<file path="src/rtl/calc_arbiter.sv">
// Two-requester round-robin front end for a shared combinational 4-bit calculator.
// Only one operation is in flight at a time. The calculator inputs are held for WAIT_CYCLES cycles before its result is captured.
module calc_arbiter #(
    parameter int unsigned WAIT_CYCLES = 1
) (
    input  logic       clk,
    input  logic       rst,
    input  logic       req0_valid,
    output logic       req0_ready,
    input  logic [3:0] req0_a,
    input  logic [3:0] req0_b,
    input  logic [2:0] req0_op,
    input  logic       req1_valid,
    output logic       req1_ready,
    input  logic [3:0] req1_a,
    input  logic [3:0] req1_b,
    input  logic [2:0] req1_op,
    output logic       rsp0_valid,
    input  logic       rsp0_ready,
    output logic       rsp1_valid,
    input  logic       rsp1_ready,
    output logic [4:0] rsp_data,
    output logic       rsp_err,
    output logic [3:0] calc_a,
    output logic [3:0] calc_b,
    output logic [2:0] calc_s,
    input  logic [4:0] calc_y,
    output logic       busy
);

    // Handshakes: a transfer happens on a rising edge where valid and ready are both high.
    // Requesters may not rely on ready before asserting valid. Responses hold valid/data until taken.
    typedef enum logic [1:0] {IDLE, EXEC, RESP} state_t;

    localparam logic [3:0] WAIT_INIT = 4'(WAIT_CYCLES);

    state_t     state, state_nxt;
    logic       last_served;
    logic       owner;
    logic [3:0] cnt;
    logic       grant_vld;
    logic       grant;
    logic       rsp_take;
    logic [3:0] sel_a;
    logic [3:0] sel_b;
    logic [2:0] sel_op;

    // Priority flips to the requester that was not served last whenever both contend.
    always_comb begin
        grant_vld = 1'b0;
        grant     = 1'b0;
        if (state == IDLE) begin
            if (req0_valid && req1_valid) begin
                grant_vld = 1'b1;
                grant     = ~last_served;
            end else if (req0_valid) begin
                grant_vld = 1'b1;
                grant     = 1'b0;
            end else if (req1_valid) begin
                grant_vld = 1'b1;
                grant     = 1'b1;
            end
        end
    end

    assign req0_ready = grant_vld && !grant;
    assign req1_ready = grant_vld && grant;
    assign sel_a      = grant ? req1_a  : req0_a;
    assign sel_b      = grant ? req1_b  : req0_b;
    assign sel_op     = grant ? req1_op : req0_op;
    assign rsp_take   = owner ? rsp1_ready : rsp0_ready;
    assign busy       = (state != IDLE);

    always_comb begin
        state_nxt = state;
        case (state)
            IDLE:    if (grant_vld) state_nxt = EXEC;
            EXEC:    if (cnt == 4'd1) state_nxt = RESP;
            RESP:    if (rsp_take) state_nxt = IDLE;
            default: state_nxt = IDLE;
        endcase
    end

    always_ff @(posedge clk) begin
        if (rst) begin
            state       <= IDLE;
            calc_a      <= '0;
            calc_b      <= '0;
            calc_s      <= '0;
            rsp_data    <= '0;
            rsp_err     <= 1'b0;
            rsp0_valid  <= 1'b0;
            rsp1_valid  <= 1'b0;
            last_served <= 1'b1;
            owner       <= 1'b0;
            cnt         <= '0;
        end else begin
            state <= state_nxt;
            case (state)
                IDLE: begin
                    if (grant_vld) begin
                        calc_a  <= sel_a;
                        calc_b  <= sel_b;
                        calc_s  <= sel_op;
                        owner   <= grant;
                        rsp_err <= (sel_op > 3'd5);
                        cnt     <= WAIT_INIT;
                    end
                end
                EXEC: begin
                    cnt <= cnt - 4'd1;
                    if (cnt == 4'd1) begin
                        rsp_data   <= calc_y;
                        rsp0_valid <= !owner;
                        rsp1_valid <= owner;
                    end
                end
                RESP: begin
                    if (rsp_take) begin
                        rsp0_valid  <= 1'b0;
                        rsp1_valid  <= 1'b0;
                        last_served <= owner;
                    end
                end
                default: ;
            endcase
        end
    end

endmodule

</file>
<file path="config.mk">
export PLATFORM = sky130hd
export DESIGN_NAME = calc_arbiter
export DESIGN_NICKNAME = d
export VERILOG_FILES = /design/src/rtl/calc_arbiter.sv
export SDC_FILE = /design/constraint.sdc
export NUM_CORES = 1
export LEC_CHECK = 0
export ABC_AREA = 1
export BUFFER_PORTS_ARGS = -buffer_cell sky130_fd_sc_hd__buf_2
export CAP_MARGIN = 10
export CORE_ASPECT_RATIO = 1.4
export CORE_MARGIN = 4
export CORE_UTILIZATION = 51
export DETAILED_ROUTE_END_ITERATION = 8
export PLACE_DENSITY = 0.9
export SETUP_SLACK_MARGIN = 0.3
export SYNTH_ARGS = -nofsm -noshare
export SYNTH_HDL_FRONTEND = slang
export SYNTH_SLANG_ARGS = --single-unit
export TNS_END_PERCENT = 100
</file>
<file path="constraint.sdc">
create_clock -name clk -period 1.8 [get_ports clk]
set_input_delay 0 -clock clk [delete_from_list [all_inputs] [get_ports clk]]
set_output_delay 0 -clock clk [all_outputs]
set_load 0.05 [all_outputs]
</file>
==> impl_metrics.py <==
metrics = {
    "floorplanning": {
        "fp.coreArea_mm2": 0.00247,
        "io_pins": 55,
        "start_util_pct": 54.7,
        "dieHeight_um": 68.9,
        "fp-row-count": 21,
        "die_area_mm2": 0.00355,
        "dieWidth_um": 51.5,
    },
    "logic_synthesis": {
        "postSynthCellCount": 171,
        "ys_ff_latch": 27,
        "synth_xor_area_share_pct": 0.648,
        "ys_warn_count": 0,
        "synth_fa_ha_area_share_pct": 1.85,
        "synth_top_family_by_area": "simple AND/OR/NAND/NOR gates",
        "muxShareOfSynthArea_pct": 0,
        "synth-seq-area-share_pct": 40.0,
        "synthesis.nets": 206,
        "yosysUniqueCellTypes": 28,
        "netlist_area_mm2": 0.00135,
        "syn_area_per_cell_um2": 7.90,
        "synth-simple-area-share_pct": 27.1,
        "synth_compound_area_share_pct": 18.6,
    },
    "sta": {
        "slew_headroom_pct": 70.0,
        "period_needed_ps": 1440,
        "rsz0062_at_grt": "false",
        "clock.fmax_mhz": 693,
        "period_share_pct": 80.2,
        "hold_viol": 1,
        "setup_viol": 0,
        "drv_slew": 0,
        "whs_ps": -25.7,
        "fin_skew_ps": 9.01,
        "worst_pin_slew_ps": 451,
        "final.setup.tns_ps": 0,
    },
    "cts": {
        "htreeDepth": 1,
        "cts_root_buf": "clkbuf_4",
        "cts_buffers": 3,
        "clockBufferDepth": 2,
        "cts_num_sinks": 27,
        "cts_tree": "yes",
        "clk_latency_ps": 340,
        "clk_pin_slew_ps": 160,
    },
    "final_layout": {
        "synthToLayoutAreaGrowth_pct": 38.4,
        "seq_area_um2": 546,
        "diodes": 0,
        "layout-drive-gt1-share_pct": 43.9,
        "final_common_cell": "buf_2",
        "finalNetCount": 280,
        "instances_no_fill": 278,
        "fill_cells": 168,
        "final_cell_mix": "52 x buf_2, 29 x nand2_1, 25 x dfxtp_1, 22 x inv_1, 16 x nor2_1",
        "multi_input_area_um2": 666,
    },
    "route": {
        "first_pass_iters": 4,
        "routed_wl_um": 4090,
        "via_count": 1403,
        "drt-initial-drc-count": 30,
        "drtAntennaViolNets": 0,
        "drc": 0,
        "vias_per_cell": 5.05,
        "post_drt_wl_per_cell_um": 14.7,
    },
    "power_and_ir_drop": {
        "pwr_density_cell_mw_per_mm2": 916,
        "leakage_nw": 0.949,
        "peakVddDrop_mv": 0.779,
    },
    "setup_path": {
        "max_stage_delay_ps": 380,
        "crit_buf_inv": 3,
        "criticalPathCategory": "flip-flop to output pin",
        "cp-end-kind": "output pin",
        "cp.required_ps": 1800,
        "path_cells": "nor2_4 > nand2_4 > inv_4 > nand2_2 > inv_6 > buf_6",
        "crit_family": "buffers and inverters",
        "cp-start-kind": "flip-flop",
        "worstPathArrival_ps": 1440,
        "cp_slowest_cell": "dfxtp_2",
        "worstPathMaxFanout": 11,
    },
    "run": {
        "maxCapViolCount": 0,
    },
    "place": {
        "hpwl_um": 2260,
        "routabilityCongestion": 0.848,
        "placement.io_buffers": 54,
        "place_inst": 255,
    },
    "global_routing": {
        "grt.total_usage_pct": 24.4,
        "grt_pass1_vias": 1467,
        "overflow": 0,
        "antenna_found_initial": 0,
        "grt_max_degree": 20,
        "grt_pass1_wl_um": 6460,
    },
    "worst_hold_path": {
        "worstHoldPathType": "primary input to flip-flop",
    },
    "outcome": {
        "violations": "negative hold slack",
        "outcome": "finished, violations left",
    },
}
## worst min-delay path, stage by stage
cell,delay (ps)
buf_2,70
nand2_1,60
nand3_1,100
a21oi_2,50
## kinds of logic after synthesis
family | count (synthesis)
flip-flops | 27
buffers and inverters | 33
AO/OA/AOI/OAI | 35
AND/OR/NAND/NOR | 73
adder cells (fa/ha/maj) | 2
XOR/XNOR | 1
## Yosys cell counts
cell type / number / area, um2
nor2_2: 8 / 50.1
dfxtp_1: 27 / 541
o211ai_1: 2 / 15.0
or2_0: 1 / 6.26
buf_2: 1 / 5.00
a211oi_2: 1 / 12.5
nand4_1: 4 / 25.0
nand3_2: 1 / 10.0
buf_1: 1 / 3.75
nand3_1: 5 / 25.0
inv_1: 22 / 82.6
o21ai_2: 9 / 78.8
o21ai_0: 7 / 35.0
nand2_2: 3 / 18.8
nand2_1: 29 / 109
nand2_4: 1 / 11.3
ha_1: 2 / 25.0
buf_12: 1 / 20.0
nor2_8: 1 / 20.0
a21oi_1: 8 / 40.0
nor2_4: 2 / 22.5
buf_6: 2 / 22.5
inv_2: 5 / 18.8
xor2_1: 1 / 8.76
nor3_1: 1 / 5.00
inv_4: 1 / 6.26
nor2_1: 17 / 63.8
a21oi_2: 8 / 70.1
## sequential cells by signal, indices dropped and copies added, names as in the netlist
register	cells
calc_a	4
calc_b	4
calc_s	3
cnt	4
last_served	1
owner	1
rsp0_valid	1
rsp1_valid	1
rsp_data	5
rsp_err	1
state	2
## power breakdown
| part | switching (mW) | internal, mW |
|---|---|---|
| Combinational | 0.499 | 0.229 |
| Sequential | 0.0438 | 0.665 |
| Clock | 0.192 | 0.0852 |
| Total | 0.735 | 0.979 |
## path summary, 6_finish.rpt
| path | start | endpoint | depth (start not counted) | slack (ps) |
|---|---|---|---|---|
| worst min register to register | cnt[1]$_SDFFE_PP0P_ | cnt[1]$_SDFFE_PP0P_ | 2 | 470 |
| worst min-delay path | rsp0_ready | state[1]$_SDFFE_PP0P_ | 4 | -30 |
| worst max-delay path | state[0]$_SDFFE_PP0P_ | req0_ready | 6 | 360 |
| worst max register to register | cnt[1]$_SDFFE_PP0P_ | rsp1_valid$_SDFFE_PP0P_ | 7 | 450 |
## what timing repair did
| action | 4_1_cts | 5_1_grt |
|---|---|---|
| endpoints found under the hold margin | 15 | 0 |
| resized for setup | 7 | 6 |
| buffers inserted | 2 | 2 |
| hold buffers | 16 | 0 |
| setup endpoints to repair | 2 | 3 |
| cloned | 0 | 0 |
| pin swaps | 2 | 4 |
## cell type report
cell class,count,area share (%)
Tap cell,34,2.27
Clock inverter,1,0.401
Clock buffer,3,1.20
Inverter,28,6.02
Multi-Input combinational cell,111,35.6
Timing Repair Buffer,74,25.4
Sequential cell,27,29.2
## stage by stage
| stage | util, % | worst slack [ps] | cell area (um2) | power (mW) |
|---|---|---|---|---|
| floorplan | - | 598 | 1350 | 1.23 |
| global placement | 65.6 | 463 | 1620 | 1.33 |
| detailed placement | 65.6 | 446 | 1620 | 1.34 |
| CTS | 74.8 | 324 | 1850 | 1.66 |
| global route | 75.7 | 290 | 1870 | 1.80 |
| finish | 75.7 | 356 | 1870 | 1.71 |
## per-layer routing
layer	part of all wire (%)	vias to the layer above	GRT usage, %
met3	9.8	10	6.45
met4	2.0	0	8.85
met5	0	-	0
met2	52	70	44.6
met1	36	639	26.8
li1	-	684	-
Note: power is estimated with default switching activity, not from simulation.
